## src/rtl/alu_branch_resolve.sv

```systemverilog
// Branch resolution stage at the consumer end of the ALU result/flag interface.
// Holds the architectural NZCV flags, resolves B/B.cond/CBZ/CBNZ and drives a registered result.

package alu_branch_resolve_pkg;

    typedef enum logic [2:0] {
        ALU_PASS_B = 3'b000,
        ALU_ADD    = 3'b010,
        ALU_SUB    = 3'b011,
        ALU_AND    = 3'b100,
        ALU_OR     = 3'b101,
        ALU_XOR    = 3'b110
    } alu_op_e;

    typedef enum logic [1:0] {
        BR_COND   = 2'b00,
        BR_CBZ    = 2'b01,
        BR_CBNZ   = 2'b10,
        BR_UNCOND = 2'b11
    } br_type_e;

    typedef enum logic [3:0] {
        CC_EQ = 4'b0000,
        CC_NE = 4'b0001,
        CC_CS = 4'b0010,
        CC_CC = 4'b0011,
        CC_MI = 4'b0100,
        CC_PL = 4'b0101,
        CC_VS = 4'b0110,
        CC_VC = 4'b0111,
        CC_HI = 4'b1000,
        CC_LS = 4'b1001,
        CC_GE = 4'b1010,
        CC_LT = 4'b1011,
        CC_GT = 4'b1100,
        CC_LE = 4'b1101,
        CC_AL = 4'b1110,
        CC_NV = 4'b1111
    } cond_e;

    // Flags are packed {N,Z,C,V}, matching the nzcv output.
    function automatic logic cond_holds(input logic [3:0] cond, input logic [3:0] f);
        logic n, z, c, v;
        logic hold;
        n = f[3];
        z = f[2];
        c = f[1];
        v = f[0];
        case (cond)
            CC_EQ:   hold = z;
            CC_NE:   hold = !z;
            CC_CS:   hold = c;
            CC_CC:   hold = !c;
            CC_MI:   hold = n;
            CC_PL:   hold = !n;
            CC_VS:   hold = v;
            CC_VC:   hold = !v;
            CC_HI:   hold = c && !z;
            CC_LS:   hold = !(c && !z);
            CC_GE:   hold = (n == v);
            CC_LT:   hold = (n != v);
            CC_GT:   hold = !z && (n == v);
            CC_LE:   hold = !(!z && (n == v));
            default: hold = 1'b1;
        endcase
        return hold;
    endfunction

endpackage

module alu_branch_resolve
    import alu_branch_resolve_pkg::*;
#(
    parameter int CNT_W = 16
) (
    input  logic             clk,
    input  logic             reset_n,
    input  logic             alu_valid,
    input  logic [2:0]       alu_cntrl,
    input  logic             set_flags,
    input  logic             negative,
    input  logic             zero,
    input  logic             overflow,
    input  logic             carry_out,
    input  logic             br_valid,
    output logic             br_ready,
    input  logic [1:0]       br_type,
    input  logic [3:0]       br_cond,
    input  logic             flush,
    output logic             res_valid,
    input  logic             res_ready,
    output logic             res_taken,
    output logic [3:0]       nzcv,
    output logic [CNT_W-1:0] branch_count,
    output logic [CNT_W-1:0] taken_count
);

    logic [3:0]       nzcv_q, nzcv_d;
    logic             res_valid_q, res_valid_d;
    logic             res_taken_q, res_taken_d;
    logic [CNT_W-1:0] branch_count_q, branch_count_d;
    logic [CNT_W-1:0] taken_count_q, taken_count_d;

    logic capture;
    logic arith_op;
    logic is_cb;
    logic accept;
    logic taken_eval;

    assign capture  = alu_valid && set_flags;
    assign arith_op = (alu_cntrl == ALU_ADD) || (alu_cntrl == ALU_SUB);
    assign is_cb    = (br_type == BR_CBZ) || (br_type == BR_CBNZ);

    // NOTE: every signal written in an always_comb gets a default first, so no path leaves it unassigned and no latch is inferred.
    always_comb begin
        nzcv_d = nzcv_q;
        if (capture) begin
            nzcv_d[3] = negative;
            nzcv_d[2] = zero;
            if (arith_op) begin
                nzcv_d[1] = carry_out;
                nzcv_d[0] = overflow;
            end
        end
    end

    // nzcv_d already equals nzcv_q when nothing is captured, so it doubles as the forwarded flag set.
    always_comb begin
        taken_eval = 1'b1;
        case (br_type)
            BR_COND:   taken_eval = cond_holds(br_cond, nzcv_d);
            BR_CBZ:    taken_eval = zero;
            BR_CBNZ:   taken_eval = !zero;
            BR_UNCOND: taken_eval = 1'b1;
            default:   taken_eval = 1'b1;
        endcase
    end

    assign br_ready = !(res_valid_q && !res_ready) && !(is_cb && !alu_valid) && !flush;
    assign accept   = br_valid && br_ready;

    always_comb begin
        res_valid_d    = res_valid_q;
        res_taken_d    = res_taken_q;
        branch_count_d = branch_count_q;
        taken_count_d  = taken_count_q;

        if (flush) begin
            res_valid_d = 1'b0;
        end else if (accept) begin
            res_valid_d = 1'b1;
            res_taken_d = taken_eval;
        end else if (res_valid_q && res_ready) begin
            res_valid_d = 1'b0;
        end

        // Counters stick at all-ones rather than wrapping.
        if (accept) begin
            if (!(&branch_count_q)) begin
                branch_count_d = branch_count_q + CNT_W'(1);
            end
            if (taken_eval && !(&taken_count_q)) begin
                taken_count_d = taken_count_q + CNT_W'(1);
            end
        end
    end

    // NOTE: state registers use non-blocking assignments so every flop samples pre-edge values regardless of statement order.
    always_ff @(posedge clk or negedge reset_n) begin
        if (!reset_n) begin
            nzcv_q         <= 4'b0000;
            res_valid_q    <= 1'b0;
            res_taken_q    <= 1'b0;
            branch_count_q <= '0;
            taken_count_q  <= '0;
        end else begin
            nzcv_q         <= nzcv_d;
            res_valid_q    <= res_valid_d;
            res_taken_q    <= res_taken_d;
            branch_count_q <= branch_count_d;
            taken_count_q  <= taken_count_d;
        end
    end

    assign nzcv         = nzcv_q;
    assign res_valid    = res_valid_q;
    assign res_taken    = res_taken_q;
    assign branch_count = branch_count_q;
    assign taken_count  = taken_count_q;

endmodule

```

## config.mk

```make
export PLATFORM = sky130hd
export DESIGN_NAME = alu_branch_resolve
export DESIGN_NICKNAME = d
export VERILOG_FILES = /design/src/rtl/alu_branch_resolve.sv
export SDC_FILE = /design/constraint.sdc
export NUM_CORES = 1
export LEC_CHECK = 0
export CELL_PAD_IN_SITES_DETAIL_PLACEMENT = 1
export CELL_PAD_IN_SITES_GLOBAL_PLACEMENT = 2
export CORE_ASPECT_RATIO = 0.9
export CORE_MARGIN = 2
export CORE_UTILIZATION = 31
export DETAILED_ROUTE_END_ITERATION = 6
export PLACE_DENSITY_LB_ADDON = 0.1
export SLEW_MARGIN = 20
export SYNTH_ARGS = -nofsm -noshare
export SYNTH_HDL_FRONTEND = slang
export SYNTH_SLANG_ARGS = --single-unit
```

## constraint.sdc

```tcl
create_clock -name clk -period 7.5 [get_ports clk]
set_input_delay 1.125 -clock clk [delete_from_list [all_inputs] [get_ports clk]]
set_output_delay 1.125 -clock clk [all_outputs]
set_load 0.005 [all_outputs]
```

==> Word level (Yosys, flattened, before mapping) <==
Index checks and enable logic that the tools add are counted.
{ "op_classes": {"n_mul": 0, "div_mod_pow": 0, "order_cmp": 0, "add_sub_neg": 2, "mux": 7, "n_eq_ne": 20, "bitwise_logic": 2, "shifts": 0, "n_reduce_logical": 33} }
{ "ops": {"columns": ["cell", "n"], "rows": [
  ["16-bit by 1-bit adder with 16-bit output, second input constant", 2],
  ["16-bit AND reduction", 2],
  ["4-bit equality test, second input constant", 6],
  ["4-bit by 3-bit equality test with 1-bit output, second input constant", 4],
  ["1-bit case mux with 14 select lines", 1],
  ["1-bit zero test", 13],
  ["1-bit logical AND", 10],
  ["4-bit by 2-bit equality test with 1-bit output, second input constant", 2],
  ["3-bit by 2-bit equality test with 1-bit output, second input constant", 2],
  ["2-bit AND reduction", 3],
  ["2-bit equality test, second input constant", 2],
  ["4-bit by 1-bit equality test with 1-bit output, second input constant", 1],
  ["4-bit zero test", 1],
  ["4-bit 2-to-1 mux", 1],
  ["1-bit case mux with 4 select lines", 1],
  ["1-bit 2-to-1 mux", 3],
  ["3-bit nonzero test", 1],
  ["2-bit by 1-bit equality test with 1-bit output, second input constant", 1],
  ["2-bit zero test", 1],
  ["1-bit logical OR", 2],
  ["2-bit 2-to-1 mux", 1],
  ["1-bit inverter", 2],
  ["1-bit equality test", 1],
  ["1-bit != test", 1]
]} }
{ "totals": {"wordCells": 69, "latchBits": 0, "out_inout_bits": 39, "register_bits": 38, "mem_bits_ro": 0, "ram_bits": 0, "n_memories": 0, "in_bits": 20} }

==> Depth between registers and ports, before layout <==
{ "depth": {"word_depth": 11, "depth_mapped": 9, "ltp_nobuf": 9} }

==> Worst setup path before layout <==
No wires, ideal clock.
{ "synth_path": {"path_kind": "input -> register", "startpoint": "in br_cond[2]", "endpoint": "reg taken_count_q[1], in the netlist taken_count[1]", "setup_time_ns": 0.125, "path_slack_ns": 4.290, "required_ns": 7.375, "n_path_buf": 0, "arrival_ns": 3.085, "cell_stages": 7, "cell_sequence": "inv_2 -> mux4_2 -> xor2_1 -> a2111o_1 -> nor4_4 -> nor2_2 -> mux2_4"} }
{ "synth_between": {"elab_chain_len": 5} }
{ "synth_lines": {"columns": ["element", "line", "source"], "rows": [
  ["start: declaration", "88", "input logic [3:0] br_cond,"],
  ["4-bit equality test, or another cell as far along", "49", "case (cond)"],
  ["1-bit case mux with 14 select lines (*)", "49", null],
  ["1-bit case mux with 4 select lines (*)", "130", "case (br_type)"],
  ["1-bit logical AND (*)", "162", "if (taken_eval && !(&taken_count_q)) begin"],
  ["2-bit AND reduction (no line) (*)", null, null],
  ["end signal: assignment", "181", "taken_count_q <= taken_count_d;"],
  ["end: declaration", "102", "logic [CNT_W-1:0] taken_count_q, taken_count_d;"]
]} }
Mark *: on every way between the ends. The rest lies on a longest branch, timed or not.
A chain may end at the register's enable or synchronous reset.

==> Worst setup path after layout <==
{ "layout_path": {"startpoint": "in br_type[0]", "endpoint": "out br_ready"} }
{ "layout_between": {"elab_chain_len": 6} }
{ "layout_lines": {"columns": ["element", "line", "source"], "rows": [
  ["start: declaration", "87", "input logic [1:0] br_type,"],
  ["2-bit by 1-bit equality test with 1-bit output / 2-bit equality test (equally long branches)", "112", "assign is_cb = (br_type == BR_CBZ) || (br_type == BR_CBNZ);"],
  ["1-bit logical OR (*)", "112", null],
  ["1-bit logical AND (*)", "139", "assign br_ready = !(res_valid_q && !res_ready) && !(is_cb && !alu_valid) && !flush;"],
  ["1-bit zero test (*)", "139", null],
  ["1-bit logical AND (*) (2 in a row)", "139", null],
  ["end: declaration", "86", "output logic br_ready,"]
]} }
Marks and branches as above.

==> results.txt <==
----------------------------------------------------
[Outcome]
  Outcome ... finished clean

[Cells and area]
  Diodes inserted ... 0
  Most frequent standard cell in the layout excluding fill and tap cells ... sky130_fd_sc_hd__clkdlybuf4s50_1
  Proportion of layout cells with a drive suffix above 1 ... 7.722%
  Most frequent cells in the layout ... sky130_fd_sc_hd__clkdlybuf4s50_1 (56), sky130_fd_sc_hd__dfrtp_1 (38), sky130_fd_sc_hd__nand3_1 (20), sky130_fd_sc_hd__nand2_1 (18), sky130_fd_sc_hd__xor2_1 (18)
  Number of cells in the finished layout apart from fillers ... 346
  Total number of nets in the final design ... 281
  Area of all placed cells without fillers ... about 2800 µm²
  Area growth syn-to-layout ... 36.72%

[STA]
  Worst max-slew margin expressed relative to the limit ... 39.65%
  Number of max-slew violations in the final report ... 0
  Final hold violation count ... 0
  Setup repair after global routing missed its margin ... no
  Setup-violating endpoint count in the final report ... 0
  Tcrit/Tclk final ... a little over half
  Final setup skew ... just under 8 ps
  Worst Hold Slack ... 488.7 ps
  Slew at the pin closest to its max-slew limit ... 898.5 ps
  Maximum frequency from static timing analysis ... 246.7 MHz
  Post-layout min period ... 4054 ps
  Setup_tns ... 0 ps

[Synth]
  Xor and xnor area share after synthesis ... 13.44%
  Top cell type by total area after synthesis ... sky130_fd_sc_hd__dfrtp_1
  Post-synthesis sequential area ratio ... 47.06%
  Synth cell types ... 41
  Ys flop type ... sky130_fd_sc_hd__dfrtp_1
  Synthesis-stage register bit count ... 38
  Count of mapped cells out of synthesis ... 198
  Cell area after synthesis ... 2021 µm²
  Share of cell area taken by muxes after synthesis ... 5.015%
  Syn avg cell area ... 10.21 µm²
  Largest family of logic cells by synthesized area ... simple AND/OR/NAND/NOR gates
  EDFF count, synth ... 0
  Synthesis warning total ... 0
  Share of the synthesized area in the top cell type ... 47.06%
  Async S/R FF share, synth ... 100.0%
  Dominant cells by area after synthesis ... sky130_fd_sc_hd__dfrtp_1 (47%), sky130_fd_sc_hd__xor2_1 (7.8%), sky130_fd_sc_hd__xnor2_1 (5.6%)
  Net count of the mapped netlist ... approximately 220
  Adder-Cell Fraction of Synth Area ... 1.858%
  Simple-gate share of the synthesized area ... approximately a quarter
  Share of the synthesized area in compound gates (AO/OA/AOI/OAI) ... 5.635%

[Setup path]
  Startpoint of the worst-slack reg-to-reg timing path ... nzcv[0]
  Class of the most critical setup path ... in -> out
  Destination of the critical timing path ... br_ready
  Capturing element type of the critical path ... output port
  CP Max Fanout ... 2
  Critical R2R Capture ... taken_count[1]
  Startpoint type of the worst setup path ... primary input
  Required time at the endpoint of the critical path ... 6380 ps
  Arr. time, crit path ... 2930 ps
  Worst R2R Setup Slack ... 4620 ps
  Crit path from ... br_type[0]
  FF-to-FF path depth ... 6

[Floorplanning]
  Die boundary width ... 89.11 µm
  Standard-cell row count ... 27
  Height of the die ... just over 80 µm
  Effective utilization at floorplan ... between 30 and 40%
  Floorplan die area ... 7181 µm²
  Number of top-level pins ... 59
  Core region area ... 6216 µm²

[GRT]
  Final global-route overflow total ... 0
  Wire length of the first global-routing pass ... ~8300 µm
  Via count of the first global-routing pass ... 1672
  Antenna violations before repair ... 0
  Maximum number of pins on one net before global-route repair ... 39
  Overall global routing resource usage ... 14.73%

[Power and ir drop]
  Part of the power in registers ... approximately 48%
  Leakage ... 1.223 nW
  Combinational power share ... 26.3%
  Cell Pwr Density ... 205.4 nW/µm²
  Psw ... 167.3 µW
  Worst voltage drop across the vdd grid ... between 0.0001 and 0.00015 V
  Proportion of total power due to net switching ... 29.48%
  Internal power of the cells ... 400.2 µW
  Clk pwr share ... between 20% and 30%

[Drt]
  Overall via count from detail_route ... 1657
  Wire length reported by the detailed router ... 4932 µm
  Initial detailed-routing violation count ... 60
  Via-per-instance ratio ... 4.789
  Number of optimization iterations in the first detailed-route pass ... 4
  WL per Instance ... 14.25 µm
  Post-route ant nets ... 0
  Number of design rule violations left after detail routing ... 0

[Job]
  Maximum capacitance violations ... 0

[CTS]
  Clock latency reported for the late side of the worst-skew pair ... 290 ps
  Clock-pin slew of the registers on the worst-case setup and hold paths ... 80 ps
  Postcts setup bufs ... 0
  Root Buffer Master ... sky130_fd_sc_hd__clkbuf_8
  Post-CTS Resized ... 0
  Count of H-tree levels built during CTS ... 2
  Clock tree from TritonCTS ... done
  Clock Path Buffers ... 2
  Hold Buf Count CTS ... 0
  TritonCTS buffer count ... 5
  CTS Sinks ... 38

[Hold path]
  Hold Path Class ... reg -> reg

[Place]
  Standard cell area after detailed placement ... 2671 µm²
  DPL Wire Length ... between 3000 and 4000 µm
  Placer congestion estimate ... 0.7746
  Port Buffer Count ... 57
  Placed Cells ... 338

----------------------------------------------------
-- worst max-delay path, stage by stage --
cell and delay (ps):
sky130_fd_sc_hd__clkdlybuf4s50_1 480, sky130_fd_sc_hd__inv_1 50, sky130_fd_sc_hd__ha_1 270, sky130_fd_sc_hd__nor2b_1 160
sky130_fd_sc_hd__nor3b_1 280, sky130_fd_sc_hd__clkdlybuf4s50_1 570
-- layout make-up --
class                      count  area (µm²)
multi-input combinational    147        1012
inverter                       9       33.78
tap                           87       108.9
clock buffer                   7       86.33
fill                         715        3453
clock inverter                 1       5.005
timing repair buffer          57       565.5
sequential                    38       950.9
-- stage by stage --
stage	setup slack (ps)	util [%]	power, mW
finish	3446	44.44	0.5675
global route	3315	44.44	0.6051
CTS	3403	44.44	0.5768
detailed placement	3152	42.98	0.4249
global placement	3151	42.98	0.4241
floorplan	4290	-	0.3319
-- state kept, by name, indices dropped and copies added (netlist names) --
name,flops
taken_count,16
nzcv,4
res_taken,1
res_valid,1
branch_count,16
-- per-layer routing --
| layer | GRT usage (%) | wire length [µm] | up-vias |
|---|---|---|---|
| met5 | 0 | 0 | - |
| met4 | 2.687 | 15 | 0 |
| met3 | 3.494 | 164 | 2 |
| met2 | 21.93 | 2238 | 29 |
| met1 | 21.74 | 2513 | 817 |
| li1 | - | - | 809 |
-- power groups by stage --
stage / Clock, mW / Sequential, mW / Combinational, mW
floorplan: 0 / 0.269 / 0.0629
global placement: 0 / 0.274 / 0.151
finish: 0.148 / 0.270 / 0.149
CTS: 0.154 / 0.271 / 0.152
detailed placement: 0 / 0.273 / 0.152
global route: 0.162 / 0.275 / 0.167
-- synth_stat cells (all sizes together), types with 4 or more instances --
master	n
nor2	16
nand3	20
nand4	7
nor3b	4
nor3	7
nand2	18
inv	9
xor2	18
dfrtp	38
mux2	4
xnor2	13
and3	7
-- worst min-delay path by stage --
| stage | start | endpoint | cells after the start |
|---|---|---|---|
| 2_1_floorplan | res_taken | res_taken | 2 |
| 3_3_place_gp | taken_count[8] | taken_count[8] | 1 |
| 3_5_place_dp | taken_count[8] | taken_count[8] | 1 |
| 4_1_cts | branch_count[7] | branch_count[7] | 1 |
| 5_1_grt | branch_count[7] | branch_count[7] | 1 |
| 6_report | branch_count[7] | branch_count[7] | 1 |
-- cells by family after synthesis --
group | after synthesis
AND/OR/NAND/NOR | 91
XOR/XNOR | 31
adder cells (fa/ha/maj) | 3
multiplexers | 8
buffers and inverters | 13
flip-flops | 38
AO/OA/AOI/OAI | 14
Note: power is estimated with default switching activity, not from simulation.
